## src/rtl/logic_axi4_stream_demux_pkg.sv

```systemverilog
// Shared types for the AXI4-Stream demultiplexer.
// Holds the routing FSM state encoding.
package logic_axi4_stream_demux_pkg;

    typedef enum logic [1:0] {
        IDLE   = 2'd0,
        LOCKED = 2'd1,
        DROP   = 2'd2
    } state_t;

endpackage

```

## src/rtl/logic_axi4_stream_demux_output.sv

```systemverilog
// One-entry output register for a single Tx port of the demux.
// Loads on the same edge it drains, so a full port streams without bubbles.
module logic_axi4_stream_demux_output #(
    parameter int W = 8
) (
    input  logic         i_clk,
    input  logic         i_rst_n,
    input  logic         i_load,
    input  logic         i_tready,
    input  logic [W-1:0] i_data,
    output logic         o_tvalid,
    output logic [W-1:0] o_data
);

    logic         r_valid;
    logic [W-1:0] r_data;

    always_ff @(posedge i_clk or negedge i_rst_n) begin
        if (!i_rst_n) begin
            r_valid <= 1'b0;
        end else if (i_load) begin
            r_valid <= 1'b1;
        end else if (i_tready) begin
            r_valid <= 1'b0;
        end
    end

    // Payload is qualified by r_valid, so it carries no reset.
    always_ff @(posedge i_clk) begin
        if (i_load) begin
            r_data <= i_data;
        end
    end

    assign o_tvalid = r_valid;
    assign o_data   = r_data;

endmodule

```

## src/rtl/logic_axi4_stream_demux.sv

```systemverilog
// AXI4-Stream 1-to-N demultiplexer with packet locking on tdest.
// Beats with an out-of-range tdest are discarded and flagged on rx_drop.
module logic_axi4_stream_demux
    import logic_axi4_stream_demux_pkg::*;
#(
    parameter int OUTPUTS     = 4,
    parameter int TDATA_BYTES = 4,
    parameter int TDEST_WIDTH = 2,
    parameter int TUSER_WIDTH = 1,
    parameter int TID_WIDTH   = 1,
    parameter int USE_TLAST   = 1,
    parameter int USE_TKEEP   = 1,
    parameter int USE_TSTRB   = 1
) (
    input  logic                                        aclk,
    input  logic                                        areset_n,
    input  logic                                        rx_tvalid,
    output logic                                        rx_tready,
    input  logic                                        rx_tlast,
    input  logic [TDATA_BYTES-1:0][7:0]                 rx_tdata,
    input  logic [TDATA_BYTES-1:0]                      rx_tstrb,
    input  logic [TDATA_BYTES-1:0]                      rx_tkeep,
    input  logic [TDEST_WIDTH-1:0]                      rx_tdest,
    input  logic [TUSER_WIDTH-1:0]                      rx_tuser,
    input  logic [TID_WIDTH-1:0]                        rx_tid,
    output logic [OUTPUTS-1:0]                          tx_tvalid,
    input  logic [OUTPUTS-1:0]                          tx_tready,
    output logic [OUTPUTS-1:0]                          tx_tlast,
    output logic [OUTPUTS-1:0][TDATA_BYTES-1:0][7:0]    tx_tdata,
    output logic [OUTPUTS-1:0][TDATA_BYTES-1:0]         tx_tstrb,
    output logic [OUTPUTS-1:0][TDATA_BYTES-1:0]         tx_tkeep,
    output logic [OUTPUTS-1:0][TDEST_WIDTH-1:0]         tx_tdest,
    output logic [OUTPUTS-1:0][TUSER_WIDTH-1:0]         tx_tuser,
    output logic [OUTPUTS-1:0][TID_WIDTH-1:0]           tx_tid,
    output logic                                        rx_drop
);

    localparam int SEL_W = $clog2(OUTPUTS);
    localparam int PW    = 1 + 10 * TDATA_BYTES + TDEST_WIDTH
                         + TUSER_WIDTH + TID_WIDTH;
    localparam logic [TDEST_WIDTH:0] NOUT = (TDEST_WIDTH + 1)'(OUTPUTS);

    if (OUTPUTS < 2) begin : g_bad_outputs
        $error("OUTPUTS must be at least 2");
    end
    if (TDEST_WIDTH < SEL_W) begin : g_bad_tdest
        $error("TDEST_WIDTH too narrow to address all OUTPUTS");
    end

    state_t             r_state;
    state_t             w_next;
    logic [SEL_W-1:0]   r_sel;
    logic [SEL_W-1:0]   w_sel_next;
    logic [SEL_W-1:0]   w_route;
    logic               w_route_ok;
    logic               w_drop_mode;
    logic               w_dest_ok;
    logic               w_accept;
    logic               w_blocked;
    logic               r_run;
    logic [OUTPUTS-1:0] w_hit;
    logic [OUTPUTS-1:0] w_load;
    logic [PW-1:0]      w_payload;

    assign w_dest_ok = {1'b0, rx_tdest} < NOUT;

    always_ff @(posedge aclk or negedge areset_n) begin
        if (!areset_n) begin
            r_state <= IDLE;
            r_sel   <= '0;
            r_run   <= 1'b0;
        end else begin
            r_state <= w_next;
            r_sel   <= w_sel_next;
            r_run   <= 1'b1;
        end
    end

    // Routing decision for the beat currently offered on Rx.
    always_comb begin
        w_route     = r_sel;
        w_route_ok  = 1'b0;
        w_drop_mode = 1'b0;
        unique case (r_state)
            IDLE: begin
                w_route     = rx_tdest[SEL_W-1:0];
                w_route_ok  = w_dest_ok;
                w_drop_mode = !w_dest_ok;
            end
            LOCKED: w_route_ok  = 1'b1;
            DROP:   w_drop_mode = 1'b1;
            default: w_drop_mode = 1'b1;
        endcase
    end

    always_comb begin
        w_hit = '0;
        for (int p = 0; p < OUTPUTS; p++) begin
            w_hit[p] = w_route_ok && (w_route == SEL_W'(p));
        end
    end

    assign w_blocked = |(w_hit & tx_tvalid & ~tx_tready);
    assign rx_tready = r_run && (w_drop_mode || !w_blocked);
    assign w_accept  = rx_tvalid && rx_tready;
    assign rx_drop   = w_accept && w_drop_mode;
    assign w_load    = w_hit & {OUTPUTS{w_accept}};

    always_comb begin
        w_next     = r_state;
        w_sel_next = r_sel;
        unique case (r_state)
            IDLE: begin
                if (w_accept) begin
                    if (w_dest_ok) begin
                        w_sel_next = rx_tdest[SEL_W-1:0];
                    end
                    if (USE_TLAST != 0 && !rx_tlast) begin
                        w_next = w_dest_ok ? LOCKED : DROP;
                    end
                end
            end
            LOCKED, DROP: begin
                if (w_accept && rx_tlast) begin
                    w_next = IDLE;
                end
            end
            default: w_next = IDLE;
        endcase
    end

    assign w_payload = {rx_tlast, rx_tdata, rx_tstrb, rx_tkeep,
                        rx_tdest, rx_tuser, rx_tid};

    for (genvar p = 0; p < OUTPUTS; p++) begin : g_port
        logic [PW-1:0]          w_out;
        logic [TDATA_BYTES-1:0] w_strb;
        logic [TDATA_BYTES-1:0] w_keep;

        logic_axi4_stream_demux_output #(
            .W(PW)
        ) u_out (
            .i_clk   (aclk),
            .i_rst_n (areset_n),
            .i_load  (w_load[p]),
            .i_tready(tx_tready[p]),
            .i_data  (w_payload),
            .o_tvalid(tx_tvalid[p]),
            .o_data  (w_out)
        );

        assign {tx_tlast[p], tx_tdata[p], w_strb, w_keep,
                tx_tdest[p], tx_tuser[p], tx_tid[p]} = w_out;
        assign tx_tstrb[p] = (USE_TSTRB != 0) ? w_strb : '1;
        assign tx_tkeep[p] = (USE_TKEEP != 0) ? w_keep : '1;
    end

endmodule

```

## config.mk

```make
export PLATFORM = sky130hd
export DESIGN_NAME = logic_axi4_stream_demux
export DESIGN_NICKNAME = d
export VERILOG_FILES = /design/src/rtl/logic_axi4_stream_demux_pkg.sv /design/src/rtl/logic_axi4_stream_demux_output.sv /design/src/rtl/logic_axi4_stream_demux.sv
export SDC_FILE = /design/constraint.sdc
export NUM_CORES = 1
export LEC_CHECK = 0
export ABC_AREA = 1
export BUFFER_PORTS_ARGS = -buffer_cell sky130_fd_sc_hd__buf_2
export CAP_MARGIN = 10
export CORE_ASPECT_RATIO = 0.5
export CORE_MARGIN = 10
export CORE_UTILIZATION = 48
export DETAILED_ROUTE_END_ITERATION = 10
export GPL_ROUTABILITY_DRIVEN = 1
export HOLD_SLACK_MARGIN = 0.15
export PLACE_DENSITY = 0.77
export SLEW_MARGIN = 30
export SYNTH_ARGS = -nofsm -noshare
export SYNTH_HDL_FRONTEND = slang
export SYNTH_HIERARCHICAL = 1
export SYNTH_SLANG_ARGS = --single-unit
```

## constraint.sdc

```tcl
create_clock -name aclk -period 4.25 [get_ports aclk]
set_clock_uncertainty 0.05 [all_clocks]
set_input_delay 0 -clock aclk [delete_from_list [all_inputs] [get_ports aclk]]
set_output_delay 0 -clock aclk [all_outputs]
set_load 0.02 [all_outputs]
```

==> results of run 1 <==
## per-stage QoR
stage	instance area, um2	util	cells
after global placement	7460	0.619	662
after CTS	8510	0.706	745
after detailed placement	7460	0.619	662
after floorplan	6020	-	258
after global routing	8510	0.706	745
final	8510	0.706	745
## routing by layer
metal / GRT usage / wire [um] / up-vias
met5: 0 / 0 / -
met3: 0.0370 / 873 / 18
met1: 0.158 / 4800 / 1710
met2: 0.324 / 8900 / 124
met4: 0.0733 / 272 / 0
li1: - / - / 1592
## kinds of logic (layout without fill, tap and decap cells)
group                  after synthesis  after routing  share of synthesized area
buffers and inverters               20            342                     0.0131
other                                2              2                    0.00125
flip-flops                         188            188                      0.931
AND/OR/NAND/NOR                     48             48                     0.0547
## state kept, by name (all words and copies together), names as in the netlist
name and count:
r_run 1, g_port.u_out/o_tvalid 4, r_sel 2, r_state 1, g_port.u_out/o_data 180
## final cells by class
| class | instances | area [um2] | area share |
|---|---|---|---|
| Timing Repair Buffer | 292 | 1730 | 0.203 |
| Clock inverter | 11 | 98.8 | 0.0116 |
| Tap cell | 165 | 206 | 0.0243 |
| Sequential cell | 188 | 5610 | 0.659 |
| Multi-Input combinational cell | 50 | 362 | 0.0425 |
| Clock buffer | 20 | 437 | 0.0513 |
| Inverter | 19 | 71.3 | 0.00838 |
## layout by cell type, fill, tap and decap left out
cell type,netlist,final
nand2_2,5,5
nand2_4,5,5
nor3_4,0,4
edfxtp_1,180,180
nand3_2,5,5
buf_2,0,236
clkinv_2,0,1
conb_1,2,2
dlygate4sd3_1,0,52
clkinv_1,0,2
nor2_4,2,2
nor2_1,3,3
bufinv_16,0,1
buf_4,1,4
nand3b_1,1,1
nand2_1,19,19
inv_1,17,17
nor2_8,1,1
clkbuf_1,0,3
dfrtp_1,8,8
inv_2,2,2
clkbuf_16,0,17
clkinvlp_4,0,4
nand4_1,3,3
clkinv_4,0,3
## power breakdown
part	internal, mW	switching [mW]	leakage [nW]	total (mW)
clock	0.801	0.607	0.247	1.41
sequential	2.16	0.0344	1.74	2.19
combinational	0.135	0.307	1.41	0.442
## critical path, delay by kind of cell, from the launching register on
kind	cells	cell delay (ns)
DFF	1	0.44
and+or+nand+nor	7	0.77
buffers and inverters	2	0.67
## final timing paths
path                                              end  depth (start not counted)
setup reg to reg           g_port[2].u_out/o_data[15]                          9
max in group asynchronous    g_port[2].u_out/o_tvalid                          3
hold / removal             g_port[2].u_out/o_data[11]                          2
setup / recovery           g_port[2].u_out/o_data[15]                          9
hold reg to reg                              r_sel[1]                          2
min in group asynchronous                       r_run                          3
==> summary.md, run 1 <==
The flow ran to the end, and the final reports show no timing, DRC or antenna violations. The signal on the critical path passes through inv_2, nand2_2, nand2_2, nand3_2, nand2_4, nor2_4, nand2_4, nor3_4, buf_4. A synthesized cell averages 23.3 um2. The horizontal extent of the die works out to 178 um. The run gives 1.92 ns as the post-placement setup slack. The detail route stage leaves a number of antenna-violating nets equal to 0.

The final number of hold-violating endpoints is 0. The CTS buffer count came out at 17. Relative to the synthesized area, the layout overhead comes to 41.4%. Hold timing on the final database bottoms out at a slack of 0.295 ns.

The via count of the first global-routing pass is 3,587. The critical path in this run is classified as reg2reg. The tools report the row count as 28.

The run gives 17,700 um2 as the area of the die. The min-delay analysis places its worst path in the category in2reg. Number of different library cells in the post-synthesis netlist: 16.

The clock period minus final worst setup slack was 2.36 ns; the total of fill cells in the finished design was 785. The run gives 4.23 ns as the endpoint required time on the critical path. The slowest cell on the critical path is buf_4. The portion of synthesized cell area occupied by the leading cell type is 0.898. For the final max-slew violation count, the log shows 0. Origin of the worst setup path: r_state[0].

The number of antenna violations at the first check in global routing was 0. After detailed routing, the number of remaining DRC violations is 0. The run gives 620 as the number of nets in the layout. Max-cap violations in this run came to 0. The worst slew margin relative to its limit is 0.534, and the post-CTS setup buffer count is 0. The reg-to-reg setup timing slack is 1.89 ns, and the maximum resistive drop on vdd is 0.000329 V.

The antenna diode instance count is 0. In this run, post-CTS hold repair placed 52 buffers. The fraction of synthesis flops using an asynchronous set or reset pin is 0.0426, and the per-cell via count in the routed design is 4.62. The top fanout value on the critical path came out at 46. The setup TNS is 0 ns. After synthesis the netlist holds a flip-flop and latch count of 188.

For this block, the routed nets add up to 14,800 um of wire. The startpoint of the worst-slack reg-to-reg timing path is r_state[0]. For the CTS sink count, the log shows 188. The most used flip-flop cell after synthesis is edfxtp_1. Among all cell types in the netlist, the one instantiated most often is edfxtp_1. The run gives 4 as the maximum level of the CTS H-tree. In the post-synthesis netlist, the biggest area contributors are edfxtp_1 (90%), dfrtp_1 (3.3%), nand2_1 (1.2%). During I/O placement, the number of pins put on the boundary was 238. The overall track demand over capacity in global routing is 0.164, and the average routed wire per standard cell is 19.9 um.

The commonest cells after synthesis are edfxtp_1 (180), nand2_1 (19), inv_1 (17), dfrtp_1 (8). The post-layout total power is 4.04 mW, and the number of instances in the synthesized netlist is 258. The tree is rooted in a clkbuf_16. The biggest cell delay along the critical path works out to 0.55 ns. The post-route clock period utilization is 0.556.

The congestion estimate from routability-driven global placement came to 0.773. In this run the most critical hold path is launched from rx_tstrb[3]. Count of warnings emitted by yosys: 6.

The iteration-0 DRC count of the detailed router is 191. The post-cts gate resize count is 0, and the power density relative to cell area is 475 nW/um2. For this block, the via count after detailed routing is 3,444.

The fmax is 423 MHz. Leakage power total: 3.40 nW. Setup repair after global routing left no endpoint under its margin.

The overflow left after global routing came out at 0. STA classifies the critical path endpoint as a flop. The first global-routing pass estimated 21,600 um of wire.

The number of nets handed over by synthesis was 310. The mapped netlist covers 6020 um2. After clock tree synthesis, the clock-pin slew on the worst setup and hold paths is 0.06 ns. The starting utilization of the core area came out at 0.500. Detailed-placement wirelength estimate: 10,200 um. The longest clock path from root to sink contains 2 buffers. The run gives 0.40 ns as the clock insertion delay at the later pin of the skew report.

The run gives 0 as the count of endpoints failing setup in the final report. Number of buffers added on ports: 236. STA classifies the critical path startpoint as a flop. The largest total area in the synthesized netlist belongs to edfxtp_1. The fraction of final layout cells sized beyond drive strength 1 came out at 0.500.

TritonCTS built the clock tree. The floorplan die height is 99.2 um, and the worst-margin pin slew is 0.698 ns. The logs give 2.34 ns for the data arrival time at the worst-slack endpoint and 0.931 for the sequential element share of the synthesized area.

The first detailed-routing pass ran for 4 iterations. The number of enable-type register cells in the synthesized netlist works out to 180. The final critical-path setup slack was 1.89 ns.

The pin count of the biggest net entering global routing is 47, and the area of the core is 12,100 um2.
No activity file was read; power rests on OpenSTA's default activity.
==> run 2: changes to the inputs <==
--- a/config.mk
+++ b/config.mk
@@ -10,11 +10,11 @@
 export CAP_MARGIN = 10
 export CORE_ASPECT_RATIO = 0.5
 export CORE_MARGIN = 10
-export CORE_UTILIZATION = 48
+export CORE_UTILIZATION = 43
 export DETAILED_ROUTE_END_ITERATION = 10
 export GPL_ROUTABILITY_DRIVEN = 1
 export HOLD_SLACK_MARGIN = 0.15
-export PLACE_DENSITY = 0.77
+export PLACE_DENSITY = 0.73
 export SLEW_MARGIN = 30
 export SYNTH_ARGS = -nofsm -noshare
 export SYNTH_HDL_FRONTEND = slang
==> constraint.sdc (replaced) <==
create_clock -name aclk -period 2 [get_ports aclk]
set_clock_uncertainty 0.05 [all_clocks]
set_input_delay 0 -clock aclk [delete_from_list [all_inputs] [get_ports aclk]]
set_output_delay 0 -clock aclk [all_outputs]
set_load 0.02 [all_outputs]
==> summary.md, run 2 (synthesis gave the netlist of run 1 again) <==
The run finished with clean final reports. The run gives 11,100 um (+9.3%) as the detailed-placement wirelength estimate. The run gives 0.42 ns (+0.02 ns) as the clock insertion delay at the later pin of the skew report. Class of the worst hold path: in2reg. The top fanout value on the critical path came out at 13 (-72%). The worst register-to-register path ends at g_port[0].u_out/o_data[1]. For the row count, the log shows 30 (+7.1%).

The tools report the area of the core as 13,600 um2 (+13%). The overflow left after global routing was 0 (unchanged); the via count of the first global-routing pass was 3,824 (+6.6%). The run gives 0.164 (+0.000593) as the overall track demand over capacity in global routing.

The fraction of final layout cells sized beyond drive strength 1 is 0.524 (+0.0241). The critical path is of the reg2reg type. Compared with the post-synthesis result, the final layout area differs by 47.8%. The tools report the wire length of the first global-routing pass as 24,200 um (+12%). The run gives 0.442 (-0.0577) as the starting utilization of the core area. Sink of the worst hold path: g_port[0].u_out/o_data[10]. The pin count of the biggest net entering global routing is 47 (unchanged), and the average routed wire per standard cell is 21.9 um (+10%). The final cell area excluding filler cells is 8900 um2 (+4.6%), and the leakage power total is 3.57 nW (+4.9%). STA classifies the critical path endpoint as a flop. The power density relative to cell area is 1000 nW/um2 (+110%).

The clock period minus final worst setup slack works out to 1.99 ns (-0.367 ns). The beginning of the worst hold path is rx_tstrb[2]. The per-cell via count in the routed design was 4.66 (+0.83%); the instance count along the most critical hold path was 2 (unchanged). The area of the die was 19,400 um2 (+9.8%); the maximum resistive drop on vdd was 0.000552 V (+68%). The tools report the endpoint required time on the critical path as 2.08 ns (-2.15 ns).

STA classifies the critical path startpoint as a flop. Leaving out fill and tap cells, the most frequent cell in the layout is buf_2. The horizontal extent of the die is 187 um (+5.0%), and the final max-slew violation count is 0 (unchanged). Floorplan die height: 104 um (+4.5%). The data arrival time at the worst-slack endpoint was 2.07 ns (-0.27 ns); the count of pins on the block boundary was 238 (unchanged).

The logs give 1 (+1) for the number of antenna violations at the first check in global routing and 265 (+39%) for the iteration-0 DRC count of the detailed router. The CTS buffer count is 17 (unchanged), and the clock-pin slew on the worst setup and hold paths is 0.07 ns (about the same). The post-detailed-placement cell area came out at 7630 um2 (+2.3%).

For the setup TNS, the log shows 0 ns (unchanged). The number of buffers added on ports is 236 (unchanged), and the fmax is 501 MHz (+18%). For the placer's final routability congestion estimate, the log shows 0.784 (+1.4%).

For the total number of vias, the log shows 3,701 (+7.5%). The startpoint identified for the worst register-to-register timing path is r_state[0]. The final antenna-violating net count is 0 (unchanged), and the CTS sink count is 188 (unchanged). The max-capacitance violation count came out at 0 (unchanged). The reg-to-reg setup timing slack was 0.005 ns (-1.88 ns); the maximum level of the CTS H-tree was 4 (unchanged).

The total placed cells including tap cells was 697 (+5.3%). The tools report the number of buffers on the longest clock path as 2 (unchanged). The run gives 0.291 ns (-0.00334 ns) as the tightest hold margin. The buffer cell driving the clock tree root was clkbuf_16. For the number of design rule violations left after detail routing, the log shows 0 (unchanged). The top cell types in the final layout, fill and taps aside, are buf_2 (236), edfxtp_1 (180), dlygate4sd3_1 (52). The total wire length came out at 17,400 um (+17%). The worst-case reg-to-reg path depth is 9 (unchanged).

TritonCTS built the clock tree. The number of search-and-repair iterations in the first detailed-routing pass was 4 (unchanged); the number of nets in the layout was 641 (+3.4%). The number of standard cells in the layout, taps in and fillers out is 794 (+6.6%), and the final number of hold-violating endpoints is 0 (unchanged). The number of flip-flops under the largest register name was 180 (unchanged); the post-route clock period utilization was 0.997 (+0.442). The count of endpoints failing setup in the final report was 0 (unchanged).

Setup repair after global routing could not meet its margin everywhere.
run 2: cell count changes in the layout (fill, tap and decap cells not counted), sizes merged:
cell	before	now
clkbuf	20	22
inv	19	22
buf	240	257
clkinv	6	5
diode	0	1
run 2: power breakdown:
part | leakage [nW] | total [mW] | internal, mW | switching [mW]
registers | 1.74 | 4.67 | 4.58 | 0.0804
logic | 1.57 | 1.12 | 0.406 | 0.713
clock network | 0.257 | 3.13 | 1.71 | 1.42
total | 3.57 | 8.92 | 6.71 | 2.21
run 2: layout make-up:
type / count / area [um2]
clock buffer: 18 / 429
clock inverter: 13 / 118
timing repair buffer: 313 / 2060
antenna: 1 / 2.50
tap: 192 / 240
sequential: 188 / 5610
inverter: 19 / 73.8
fill: 931 / 4730
multi-input combinational: 50 / 372
run 2: timing repair:
item | in CTS | in global routing
gates resized for setup | 0 | 4
hold endpoints to repair | 195 | 0
setup endpoints to repair | 0 | 181
hold buffers | 52 | 0
setup buffers | 0 | 7
run 2: worst max path at each step:
stage,depth (start not counted),start,to
after floorplan,8,r_state[0],g_port[0].u_out/o_data[0]
after global placement,9,r_state[0],g_port[0].u_out/o_data[14]
after detailed placement,9,r_state[0],g_port[0].u_out/o_data[14]
after CTS,9,r_state[0],g_port[0].u_out/o_data[9]
after global routing,9,r_state[0],g_port[0].u_out/o_data[11]
final,9,r_state[0],g_port[0].u_out/o_data[1]
run 2: worst max-delay path: stages (launching register included):
cell,delay [ns]
dfrtp_2,0.46
nand2_1,0.13
nand2_4,0.08
nand3_2,0.09
nand3_2,0.09
nor2_4,0.12
nand2_4,0.11
nor3_4,0.23
buf_6,0.18
buf_12,0.16
run 2: per-stage QoR:
step           worst slack, ns   util  power, mW
6_report               0.00518  0.653       8.92
5_1_grt                -0.0721  0.653       9.22
4_1_cts                0.00145  0.638       8.86
3_5_place_dp            0.0161  0.560       5.69
3_3_place_gp            0.0943  0.560       5.67
2_1_floorplan           -0.759      -       5.24
run 2: per-layer routing:
metal  global-route usage  wire [um]
met2                0.338      10500
met3               0.0445        725
met1                0.144       5620
met4               0.0664        524
met5                    0          0
==> run 3: changes to the inputs <==
--- a/config.mk
+++ b/config.mk
@@ -6,15 +6,15 @@
 export NUM_CORES = 1
 export LEC_CHECK = 0
 export ABC_AREA = 1
-export BUFFER_PORTS_ARGS = -buffer_cell sky130_fd_sc_hd__buf_2
 export CAP_MARGIN = 10
 export CORE_ASPECT_RATIO = 0.5
-export CORE_MARGIN = 10
-export CORE_UTILIZATION = 43
+export CORE_MARGIN = 8
+export CORE_UTILIZATION = 55
 export DETAILED_ROUTE_END_ITERATION = 10
+export DONT_BUFFER_PORTS = 1
 export GPL_ROUTABILITY_DRIVEN = 1
 export HOLD_SLACK_MARGIN = 0.15
-export PLACE_DENSITY = 0.73
+export PLACE_DENSITY = 0.71
 export SLEW_MARGIN = 30
 export SYNTH_ARGS = -nofsm -noshare
 export SYNTH_HDL_FRONTEND = slang
==> summary.md, run 3 (synthesis gave the netlist of run 1 again) <==
The area taken by flip-flops and latches was 5610 um2 (unchanged); the final max-slew violation count was 0 (unchanged). Compared with the post-synthesis result, the final layout area differs by 32.4%. The tools report the clock insertion delay at the later pin of the skew report as 0.41 ns (about the same). The power density relative to cell area was 1130 nW/um2 (+12%); the leakage power total was 2.78 nW (-22%). The worst setup path is captured at a flop. The tools report the element type at the critical path start as a flop. The data arrival time at the worst-slack endpoint is 2.11 ns (+0.04 ns). The number of buffers added on ports was 0 (-100%); the overflow left after global routing was 0 (unchanged). Traced cell by cell, the critical path runs through inv_4, nand2_2, nand2_4, nand3_4, nand3_4, nor2_4, nand2_4, nor3_4, buf_6, buf_12. Average routed wire per standard cell: 28.4 um (+30%). Setup repair after global routing could not meet its margin everywhere.

Most common cell after layout, fill and taps aside: edfxtp_1. The share of total power in sequential cells is 0.550 (+0.027), and the antenna diode instance count is 0 (-1). The row count was 27 (-10%); the count of endpoints failing setup in the final report was 72 (+72). The area of the core is 10,800 um2 (-20%), and the area used by multi-input combinational logic is 419 um2 (+13%). The maximum level of the CTS H-tree is 4 (unchanged).

The flow ran to the end, but the final reports show violations. The cell internal power dissipation came out at 6.71 mW (+0.12%). The tools report the buffer cell driving the clock tree root as clkbuf_16.

The worst setup path is of the reg2reg kind. The run gives -0.328 ns (-0.619 ns) as the tightest hold margin. The total wire length came out at 15,000 um (-14%). The floorplan die height is 90.0 um (-13%). The number of search-and-repair iterations in the first detailed-routing pass was 4 (unchanged); the number of design rule violations left after detail routing was 0 (unchanged). TritonCTS built the clock tree. The run gives 0.179 (+0.0148) as the overall track demand over capacity in global routing.

Switching share of total power: 0.252 (+0.00400). The worst hold path belongs to the class in2reg. The biggest cell delay along the critical path is 0.47 ns (about the same).

The number of flip-flops under the largest register name works out to 180 (unchanged). The top cell types in the final layout, fill and taps aside, are edfxtp_1 (180), dlygate4sd3_1 (51), clkbuf_16 (23). The top fanout value on the critical path is 13 (unchanged).

The number of buffers on the longest clock path came out at 2 (unchanged). The number of antenna violations at the first check in global routing came out at 0 (-1). The fmax was 492 MHz (-2.0%); the maximum resistive drop on vdd was 0.000699 V (+27%). Post-route clock period utilization: 1.02 (+0.0199). The switching power total is 2.26 mW (+2.3%), and the clock-pin slew on the worst setup and hold paths is 0.07 ns (about the same).

The max-capacitance violation count was 0 (unchanged). Slowest cell on the critical path: dfrtp_2. The final reports fail on negative hold slack, negative setup slack.

The clock period minus final worst setup slack was 2.03 ns (+0.0398 ns). The via count of the first global-routing pass was 2,680 (-30%); the final number of hold-violating endpoints was 3 (+3). The post-layout total power came out at 8.98 mW (+0.66%). The per-cell via count in the routed design was 5.46 (+17%); the final critical-path setup slack was -0.0346 ns (-0.0398 ns). The logs give 238 (unchanged) for the count of pins on the block boundary and 188 (unchanged) for the CTS sink count.

Pin count of the biggest net entering global routing: 25 (-47%). For the iteration-0 DRC count of the detailed router, the log shows 257 (-3.0%). The run gives 420 (-34%) as the number of nets in the layout.

The wire length of the first global-routing pass was 18,700 um (-23%). The tools report the total of fill cells in the finished design as 597 (-36%). The endpoint required time on the critical path came out at 2.07 ns (about the same). The buffering stage count on the worst path with inverters included is 3 (+1). The tools report the CTS buffer count as 17 (unchanged). The final cell area excluding filler cells was 7970 um2 (-10%); the total number of vias was 2,874 (-22%).

The tools report the power share of the combinational group as 0.089 (-0.037). The starting utilization of the core area came out at 0.555 (+0.113). The fraction of final layout cells sized beyond drive strength 1 is 0.265 (-0.259), and the detailed-placement wirelength estimate is 9170 um (-17%). The placer's final routability congestion estimate is 0.799 (+2.0%), and the final antenna-violating net count is 0 (unchanged). The tools report the area of the die as 14,800 um2 (-24%).

The cell family contributing the most delay on the critical path is simple AND/OR/NAND/NOR gates. The part of the power in the clock network is 0.360 (+0.009). The horizontal extent of the die came out at 164 um (-12%). The tools report the post-detailed-placement cell area as 6420 um2 (-16%).
==> run 3: routing by layer <==
layer  vias up  track usage  routed length [um]
li1       1194            -                   -
met1      1513        0.193                5520
met2       155        0.326                8150
met3        12       0.0564                1130
met4         0       0.0632                 162
met5         -            0                   0
==> run 3: final cells by class <==
class                   instances  share of cell area
flip-flops and latches        188               0.703
well taps                     145              0.0228
repair buffers                 92               0.140
clock inverters                15              0.0187
clock buffers                  17              0.0534
multi-input cells              50              0.0526
inverters                      19             0.00926
==> run 3: power by group through the flow <==
stage / Sequential, mW / Combinational [mW] / Clock (mW)
final: 4.94 / 0.800 / 3.24
after CTS: 4.94 / 0.619 / 3.26
after floorplan: 4.99 / 0.252 / 0
after global placement: 5.01 / 0.411 / 0
after detailed placement: 5.03 / 0.432 / 0
after global routing: 4.95 / 0.850 / 3.44
==> run 3: timing repair <==
action	4_1_cts	5_1_grt
hold buffers	50	1
buffers inserted	7	11
gates resized for setup	4	13
endpoints found under the setup margin	152	184
gates cloned	2	8
endpoints found under the hold margin	290	58
==> run 3: worst paths after layout <==
kind	start	to	slack, ns	cells after the start
max	r_state[0]	g_port[1].u_out/o_data[5]	-0.03	10
max reg2reg	r_state[0]	g_port[1].u_out/o_data[5]	-0.03	10
max in group asynchronous	areset_n	r_state[0]	1.19	2
min	rx_tvalid	r_state[0]	-0.33	2
min reg2reg	r_sel[0]	r_sel[0]	0.48	2
min in group asynchronous	areset_n	r_state[0]	0.42	2
==> run 3: through the flow <==
stage	cells	setup WS [ns]	TNS, ns	utilization
after global placement	415	0.102	0	0.592
after global routing	526	-0.119	-9.54	0.735
after CTS	506	0.00162	0	0.704
after floorplan	258	-0.759	-138.95	-
final	526	-0.0346	-1.29	0.735
after detailed placement	415	-0.0197	-0.502	0.592
==> run 3: worst reg2reg max path: stages, from the launching register on <==
cell and delay, ns:
dfrtp_2 0.47, inv_4 0.09, nand2_2 0.10, nand2_4 0.09, nand3_4 0.11, nand3_4 0.08, nor2_4 0.12, nand2_4 0.11
nor3_4 0.19, buf_6 0.19, buf_12 0.16
